[config.mk]
export PLATFORM = sky130hd
export DESIGN_NAME = mdu_hilo
export DESIGN_NICKNAME = d
export VERILOG_FILES = /design/src/rtl/mdu_pkg.sv /design/src/rtl/mdu_seq_core.sv /design/src/rtl/mdu_hilo.sv
export SDC_FILE = /design/constraint.sdc
export NUM_CORES = 1
export LEC_CHECK = 0
export CORE_MARGIN = 2
export CORE_UTILIZATION = 45
export DETAILED_ROUTE_END_ITERATION = 8
export GPL_ROUTABILITY_DRIVEN = 0
export PLACE_DENSITY_LB_ADDON = 0.1
export SLEW_MARGIN = 20
export SYNTH_ARGS = -nofsm -noshare
export SYNTH_HDL_FRONTEND = slang
export SYNTH_SLANG_ARGS = --single-unit
export TNS_END_PERCENT = 20
[constraint.sdc]
create_clock -name clk -period 5.7 [get_ports clk]
set_clock_uncertainty 0.1 [all_clocks]
set_input_delay 0.855 -clock clk [delete_from_list [all_inputs] [get_ports clk]]
set_output_delay 0.855 -clock clk [all_outputs]
set_load 0.02 [all_outputs]
[src/rtl/mdu_pkg.sv]
// Shared encodings, FSM state type and constants for the HI/LO multiply/divide unit.
package mdu_pkg;

  localparam logic [2:0] MDU_MULT  = 3'b000;
  localparam logic [2:0] MDU_MULTU = 3'b001;
  localparam logic [2:0] MDU_DIV   = 3'b010;
  localparam logic [2:0] MDU_DIVU  = 3'b011;
  localparam logic [2:0] MDU_MTHI  = 3'b100;
  localparam logic [2:0] MDU_MTLO  = 3'b101;

  localparam int MDU_ITER    = 32;
  localparam int MDU_LATENCY = MDU_ITER + 1;

  localparam logic [31:0] DIV0_LO = 32'hFFFF_FFFF;

  typedef enum logic [1:0] {
    ST_IDLE = 2'b00,
    ST_CALC = 2'b01,
    ST_FIX  = 2'b10
  } mdu_state_e;

endpackage

[src/rtl/mdu_seq_core.sv]
// Unsigned iterative datapath: shift-add multiply and restoring divide over a
// 2*XLEN accumulator; one iteration per asserted step.
module mdu_seq_core import mdu_pkg::*; #(
  parameter int XLEN = 32
) (
  input  logic              clk,
  input  logic              rst,
  input  logic              load,
  input  logic              step,
  input  logic              is_div,
  input  logic [XLEN-1:0]   a,
  input  logic [XLEN-1:0]   b,
  output logic [2*XLEN-1:0] prod,
  output logic [XLEN-1:0]   quot,
  output logic [XLEN-1:0]   rem
);

  logic [2*XLEN-1:0] acc_r;
  logic [2*XLEN-1:0] acc_s;
  logic [XLEN-1:0]   b_r;
  logic [XLEN:0]     add_s;
  logic [XLEN:0]     sub_s;

  // Next accumulator value for one multiply or divide iteration
  always_comb begin
    add_s = {1'b0, acc_r[2*XLEN-1:XLEN]} + {1'b0, b_r};
    // partial remainder after the left shift is 33 bits; MSB of the difference is the borrow
    sub_s = acc_r[2*XLEN-1:XLEN-1] - {1'b0, b_r};
    if (is_div) begin
      if (!sub_s[XLEN]) begin
        acc_s = {sub_s[XLEN-1:0], acc_r[XLEN-2:0], 1'b1};
      end else begin
        acc_s = {acc_r[2*XLEN-2:0], 1'b0};
      end
    end else if (acc_r[0]) begin
      acc_s = {add_s, acc_r[XLEN-1:1]};
    end else begin
      acc_s = {1'b0, acc_r[2*XLEN-1:1]};
    end
  end

  // Accumulator and divisor/multiplicand registers
  always_ff @(posedge clk) begin
    if (rst) begin
      acc_r <= {(2*XLEN){1'b0}};
      b_r   <= {XLEN{1'b0}};
    end else if (load) begin
      acc_r <= {{XLEN{1'b0}}, a};
      b_r   <= b;
    end else if (step) begin
      acc_r <= acc_s;
    end else begin
      acc_r <= acc_r;
    end
  end

  assign prod = acc_r;
  assign quot = acc_r[XLEN-1:0];
  assign rem  = acc_r[2*XLEN-1:XLEN];

endmodule

[src/rtl/mdu_hilo.sv]
// Multiply/divide unit with HI/LO registers: FSM, sign handling and write-back.
// Optional macro MDU_CANCEL_EN adds a cancel input that aborts CALC/FIX.
module mdu_hilo import mdu_pkg::*; #(
  parameter int XLEN = 32,
  parameter int ITER = 32
) (
  input  logic            clk,
  input  logic            rst,
  input  logic            start,
  input  logic [2:0]      op,
  input  logic [XLEN-1:0] A,
  input  logic [XLEN-1:0] B,
`ifdef MDU_CANCEL_EN
  input  logic            cancel,
`endif
  output logic            busy,
  output logic            done,
  output logic [XLEN-1:0] hi,
  output logic [XLEN-1:0] lo
);

  localparam int CW = $clog2(ITER + 1);
  localparam logic [CW-1:0] LAST_CNT = CW'(ITER - 1);

  mdu_state_e        state_r, state_s;
  logic [CW-1:0]     count_r;
  logic              is_div_r, neg_q_r, neg_r_r, div0_r;
  logic [XLEN-1:0]   a_orig_r;
  logic              accept_s, mt_hi_s, mt_lo_s, cancel_s;
  logic              a_neg_s, b_neg_s;
  logic [XLEN-1:0]   a_mag_s, b_mag_s;
  logic [XLEN-1:0]   hi_s, lo_s;
  logic              done_s;
  logic [2*XLEN-1:0] prod_s;
  logic [XLEN-1:0]   quot_s, rem_s;

`ifdef MDU_CANCEL_EN
  assign cancel_s = cancel;
`else
  assign cancel_s = 1'b0;
`endif

  assign accept_s = start && (state_r == ST_IDLE) && !op[2];
  assign mt_hi_s  = start && (state_r == ST_IDLE) && (op == MDU_MTHI);
  assign mt_lo_s  = start && (state_r == ST_IDLE) && (op == MDU_MTLO);
  // op[0] clear selects the signed variants
  assign a_neg_s  = !op[0] && A[XLEN-1];
  assign b_neg_s  = !op[0] && B[XLEN-1];
  assign a_mag_s  = a_neg_s ? -A : A;
  assign b_mag_s  = b_neg_s ? -B : B;

  mdu_seq_core #(.XLEN(XLEN)) u_core (
    .clk    (clk),
    .rst    (rst),
    .load   (accept_s),
    .step   (state_r == ST_CALC),
    .is_div (is_div_r),
    .a      (a_mag_s),
    .b      (b_mag_s),
    .prod   (prod_s),
    .quot   (quot_s),
    .rem    (rem_s)
  );

  // State register and per-operation latches
  always_ff @(posedge clk) begin
    if (rst) begin
      state_r  <= ST_IDLE;
      count_r  <= {CW{1'b0}};
      is_div_r <= 1'b0;
      neg_q_r  <= 1'b0;
      neg_r_r  <= 1'b0;
      div0_r   <= 1'b0;
      a_orig_r <= {XLEN{1'b0}};
    end else begin
      state_r <= state_s;
      if (accept_s) begin
        count_r  <= {CW{1'b0}};
        is_div_r <= op[1];
        neg_q_r  <= a_neg_s ^ b_neg_s;
        neg_r_r  <= a_neg_s;
        div0_r   <= (B == {XLEN{1'b0}});
        a_orig_r <= A;
      end else if (state_r == ST_CALC) begin
        count_r <= count_r + CW'(1);
      end else begin
        count_r <= count_r;
      end
    end
  end

  // Next-state logic
  always_comb begin
    state_s = state_r;
    case (state_r)
      ST_IDLE: state_s = accept_s ? ST_CALC : ST_IDLE;
      ST_CALC: begin
        if (cancel_s) begin
          state_s = ST_IDLE;
        end else if (count_r == LAST_CNT) begin
          state_s = ST_FIX;
        end else begin
          state_s = ST_CALC;
        end
      end
      ST_FIX:  state_s = ST_IDLE;
      default: state_s = ST_IDLE;
    endcase
  end

  // Output logic: next HI/LO/done values
  always_comb begin
    hi_s   = hi;
    lo_s   = lo;
    done_s = 1'b0;
    case (state_r)
      ST_IDLE: begin
        if (mt_hi_s) begin
          hi_s = A;
        end else if (mt_lo_s) begin
          lo_s = A;
        end else begin
          hi_s = hi;
        end
      end
      ST_FIX: begin
        // cancel wins over write-back
        if (cancel_s) begin
          done_s = 1'b0;
        end else begin
          done_s = 1'b1;
          if (!is_div_r) begin
            {hi_s, lo_s} = neg_q_r ? -prod_s : prod_s;
          end else if (div0_r) begin
            hi_s = a_orig_r;
            lo_s = DIV0_LO;
          end else begin
            hi_s = neg_r_r ? -rem_s : rem_s;
            lo_s = neg_q_r ? -quot_s : quot_s;
          end
        end
      end
      default: done_s = 1'b0;
    endcase
  end

  // Registered outputs
  always_ff @(posedge clk) begin
    if (rst) begin
      busy <= 1'b0;
      done <= 1'b0;
      hi   <= {XLEN{1'b0}};
      lo   <= {XLEN{1'b0}};
    end else begin
      busy <= (state_s != ST_IDLE);
      done <= done_s;
      hi   <= hi_s;
      lo   <= lo_s;
    end
  end

endmodule
# Word level (Yosys, flattened, before mapping)

Cells that the tools add are included.

Flip-flop bits (word level): 206
Input port bits: 70
Output and inout bits: 66

Add/subtract/negate cells: 8
Equality and inequality tests: 8
Muxes and demuxes: 23
Bitwise gates (word level): 1
Reductions and logical operators: 16

Operator list:

| kind                  | number |
|---|---|
| $mux W32              | 13 |
| $mux W64              | 4 |
| $neg A32 Y32          | 4 |
| $pmux W32 S2          | 2 |
| $neg A64 Y64          | 1 |
| $add A32 B32 Y33      | 1 |
| $sub A33 B32 Y33      | 1 |
| $logic_not A32 Y1     | 1 |
| $add A6 B1 Y6 const B | 1 |
| $eq A3 B3 Y1 const B  | 2 |
| $eq A6 B5 Y1 const B  | 1 |
| $logic_and A1 B1 Y1   | 6 |
| $ne A2 B2 Y1 const B  | 3 |
| $reduce_bool A2 Y1    | 3 |
| $pmux W2 S2           | 1 |
| $reduce_and A3 Y1     | 1 |
| $eq A2 B1 Y1 const B  | 1 |
| $eq A2 B2 Y1 const B  | 1 |
| $logic_not A1 Y1      | 2 |
| $logic_not A2 Y1      | 1 |
| $mux W1               | 2 |
| $mux W2               | 1 |
| $reduce_and A2 Y1     | 1 |
| $reduce_or A2 Y1      | 1 |
| $xor A1 B1 Y1         | 1 |

# Logic depth before layout (Yosys ltp)

Depth in word-level cells: 6
Depth in mapped cells: 14
Depth with buffers taken out: 12

# By module

A second synthesis with hierarchy kept.

Cells, all modules: 2466
Area, all modules: 18402.6 um^2

By module, submodules not included:

| module       | instances | cells each | area each (um^2) |
|---|---|---|---|
| mdu_hilo     | 1         | 1308       | 9492.9 |
| mdu_seq_core | 1         | 1158       | 8909.8 |

# Worst setup path before layout

No wires, ideal clock.

Path type: register to register
Start: register u_core.acc_r[33] (netlist: u_core.prod[33])
End: register u_core.acc_r[41] (netlist: u_core.prod[41])
Library setup time: 0.117 ns
Arrival: 3.089 ns
Data required time: 5.483 ns
Slack: 2.394 ns
Cell stages (with the launch flop): 12
Period minus slack after synthesis: 3.306 ns
Path through: dfxtp_1 > ha_1 > nor2b_1 > o31ai_1 > nand3_1 > a221o_1 > a31oi_1 > xnor2_1 > clkbuf_1 > mux2i_1 > nand2_1 > a32o_1

Cells in the longest elaborated chain, start to end: 3

RTL lines:

| what                                                 | line                                   | RTL |
|---|---|---|
| start, declared                                      | mdu_seq_core.sv:18                     | `logic [2*XLEN-1:0] acc_r;` |
| start signal, assigned                               | mdu_seq_core.sv:45                     | `acc_r <= {(2*XLEN){1'b0}};` |
| start signal, assigned                               | mdu_seq_core.sv:48                     | `acc_r <= {{XLEN{1'b0}}, a};` |
| start signal, assigned                               | mdu_seq_core.sv:51                     | `acc_r <= acc_s;` |
| $sub A33 B32 Y33 or $add A32 B32 Y33 (tied branches) | mdu_seq_core.sv:28, mdu_seq_core.sv:26 |  |
| $mux W64 (on tied branches)                          | mdu_seq_core.sv:30, mdu_seq_core.sv:35 |  |
| $mux W64 (*)                                         | mdu_seq_core.sv:29                     | `if (is_div) begin` |

Every way passes the cells marked *; elsewhere a longest branch is shown, timed or not.
A chain may end at the register's enable or synchronous reset.

# Worst setup path in the final report

Start: register u_core.acc_r[0] (netlist: u_core.prod[0])
End: register hi[24]

Cells in the longest elaborated chain, start to end: 4

RTL lines:

| what                 | line            | RTL |
|---|---|---|
| $neg A64 Y64         | mdu_hilo.sv:133 | `{hi_s, lo_s} = neg_q_r ? -prod_s : prod_s;` |
| $mux W64             | mdu_hilo.sv:133 |  |
| $mux W32             | mdu_hilo.sv:132 | `if (!is_div_r) begin` |
| $pmux W32 S2         | mdu_hilo.sv:116 | `case (state_r)` |
| end signal, assigned | mdu_hilo.sv:152 | `hi <= {XLEN{1'b0}};` |
| end signal, assigned | mdu_hilo.sv:157 | `hi <= hi_s;` |
| end, declared        | mdu_hilo.sv:18  | `output logic [XLEN-1:0] hi,` |

Every way passes these cells.

==> impl_metrics.tcl <==
set metrics [dict create \
    cp.required_ns 6.04 \
    vias_per_cell 6.24 \
    status "finished clean" \
    synth-main-ff-cell "dfxtp_1" \
    timing.critical_path.cells "inv_1 > ha_1 > or3b_2 > nor4_2 > nand4b_1 > or2_2 > o41ai_1 > xnor2_1 > o21ai_0 > o21ai_0" \
    worstReg2RegStart "u_core.prod[0]$_SDFFE_PP0P_" \
    hold_path_class "flip-flop to flip-flop" \
    worstSkewPairLatency_ns 0.57 \
    synth_edf_count 0 \
    ioPinCount 136 \
    synth_top_area_frac 0.251 \
    r2r_setup_slack_ns 1.73 \
    area_growth_pct 14.6 \
    cts_root_buf "clkbuf_16" \
    seqPwrFrac 0.354 \
    yosysTopAreaCell "dfxtp_1" \
    antenna_left 0 \
    worst-setup-path-type "flip-flop to flip-flop" \
    post-cts-setup-buffer-count 0 \
    reg2regPathDepth 10 \
    placed_area_sq_mm 0.0178 \
    antenna_cells 0 \
    vias 17000 \
    final_nets 2384 \
    synth_cell_types 81 \
    hold_buffers 0 \
    powerDensity_mw_per_mm2 242 \
    io_buffers 135 \
    rows 69 \
    antenna_found_initial 0 \
    slowest_delay_ns 0.57 \
    startpoint_type "flip-flop" \
    cts_tree "built" \
    internal-power_uw 3060 \
    layout-drive-gt1-share 0.0521 \
    die_w_um 195 \
    end_kind "flip-flop" \
    fin_area_sq_mm 0.0188 \
    setup-tns-final_ns 0 \
    hold_path_depth 2 \
    worstHoldStart "lo[7]$_SDFFE_PP0P_" \
    ys_ff_latch 206 \
    grt_remaining_overflow 0 \
    comb_power_share 0.237 \
    hold_ws_ns 0.352 \
    finalWirelength_um 58300 \
    grt_max_degree 77 \
    syn_inst 2238 \
    avgRoutedWirePerCell_um 21.4 \
    clk_pin_slew_worst_paths_ns 0.06 \
    ys_warn_count 0 \
    start_util 0.459 \
    clockPowerShare 0.409 \
    grt_pass1_wl_um 91400 \
    leakage_uw 0.00694 \
    tightest_slew_ns 1.01 \
    min_to "lo[7]$_SDFFE_PP0P_" \
    slew_headroom 0.327 \
    synthArstFlopShare 0 \
    synth.most_common_cell "nand2_1" \
    grt_pass1_vias 15900 \
    peakVddDrop_v 0.000234 \
    rr_endpoint "hi[24]$_SDFFE_PP0P_" \
    setup_viol 0 \
    max_cap_violations 0 \
    detailed_place_hpwl_um 41100 \
    fmax_mhz 252 \
    cts_max_level 1 \
    fin_crit_sh 0.697 \
    crit_top_cell "o21ai_0" \
    synthTopCellsByArea "dfxtp_1, a21oi_1, nand2_1, xnor2_1, ha_1" \
    cts_resized 0 \
    drcViolationCount 0 \
    first_pass_iters 5 \
    crit_arrival_ns 4.31 \
    clockBufferDepth 3 \
    die_h_um 195 \
    power_switching_uw 1480 \
    slew_violations 0 \
    min_period_ns 3.97 \
    report.final.hold_viol_count 0 \
    rsz0062_at_grt "false" \
    cts.sinks 206 \
    worst_path_max_delay_cell "or2_2" \
    synth_common_cells "nand2_1, a21oi_1, dfxtp_1, nor2_1, clkbuf_1" \
    grt_usage 0.298 \
    die_area_sq_mm 0.0380 \
    cts_buffers 27 \
    swShare 0.325 \
    avgSynthCellArea_sq_um 7.33 \
    synth_nets 2379 \
    seq_area_frac_synth 0.251 \
    drt_iter0_drc 1738 \
    fp.coreArea_sq_mm 0.0357 \
    synth_area_sq_mm 0.0164 \
    critPathMaxFanout 16 \
]
metrics by stage:
stage	setup WS [ns]	utilization	total power, uW	std cells
6_report	1.73	0.526	4540	2725
2_1_floorplan	2.39	-	2350	2238
5_1_grt	1.53	0.526	4720	2725
3_5_place_dp	1.55	0.499	2690	2675
4_1_cts	1.77	0.526	4540	2725
3_3_place_gp	1.64	0.499	2680	2675
worst max-delay path: cells and delay by family, from the launching register on:
kind,cells,cell delay [ns]
AND/OR/NAND/NOR,4,1.93
AO/OA/AOI/OAI,3,0.69
buffers and inverters,1,0.43
flip-flops,1,0.31
adder cells (fa/ha/maj),1,0.27
XOR/XNOR,1,0.11
sequential cells by signal (all words and copies together), names as in the netlist:
register     flops
u_core.prod     64
a_orig_r        32
hi              32
lo              32
u_core.b_r      32
count_r          6
state_r          2
busy             1
div0_r           1
done             1
is_div_r         1
neg_q_r          1
neg_r_r          1
per-layer routing:
| metal | global-route usage | wire (um) | vias to the layer above |
|---|---|---|---|
| met2 | 0.459 | 25000 | 672 |
| met4 | 0.0794 | 1420 | 0 |
| met5 | 0 | 0 | - |
| met1 | 0.434 | 27300 | 8122 |
| met3 | 0.0403 | 4490 | 98 |
| li1 | - | - | 8101 |
final cells by class:
class,instances,area (sq um)
clock buffer,42,792
clock inverter,8,158
fill,3556,16900
inverter,62,233
multi-input combinational,1782,11300
sequential,206,4130
tap,461,577
timing repair buffer,164,1570
how the worst max path moves through the flow:
stage | slack, ns | start | cells after the start | to
5_1_grt | 1.53 | u_core.prod[0]$_SDFFE_PP0P_ | 10 | hi[24]$_SDFFE_PP0P_
2_1_floorplan | 2.39 | u_core.prod[33]$_SDFFE_PP0P_ | 11 | u_core.prod[41]$_SDFFE_PP0P_
6_report | 1.73 | u_core.prod[0]$_SDFFE_PP0P_ | 10 | hi[24]$_SDFFE_PP0P_
3_5_place_dp | 1.55 | B[8] | 8 | u_core.b_r[27]$_SDFFE_PP0P_
4_1_cts | 1.77 | u_core.prod[0]$_SDFFE_PP0P_ | 10 | hi[24]$_SDFFE_PP0P_
3_3_place_gp | 1.64 | B[8] | 8 | u_core.b_r[27]$_SDFFE_PP0P_
placed cells by master (no fill, tap or decap), types with 62 or more instances in the layout:
master,count
nand2_1,287
a21oi_1,221
dfxtp_1,204
nor2_1,188
o21ai_0,155
clkdlybuf4s50_1,134
xnor2_1,104
a211oi_1,89
xor2_1,86
mux2i_1,70
ha_1,69
inv_1,62
power by group through the flow:
stage / combinational, uW / clock (uW) / sequential [uW]
floorplan: 758 / 0 / 1590
global placement: 1050 / 0 / 1640
detailed placement: 1050 / 0 / 1640
CTS: 1060 / 1870 / 1610
global route: 1170 / 1940 / 1620
finish: 1080 / 1860 / 1610
cell families after synthesis:
family / count (synthesis) / share of synthesized area
simple gates: 722 / 0.204
xor+xnor: 191 / 0.102
flops: 206 / 0.251
compound gates: 721 / 0.280
buf+inv: 250 / 0.0590
mux: 77 / 0.0475
fa+ha+maj: 71 / 0.0551
No activity file was read; power rests on OpenSTA's default activity.
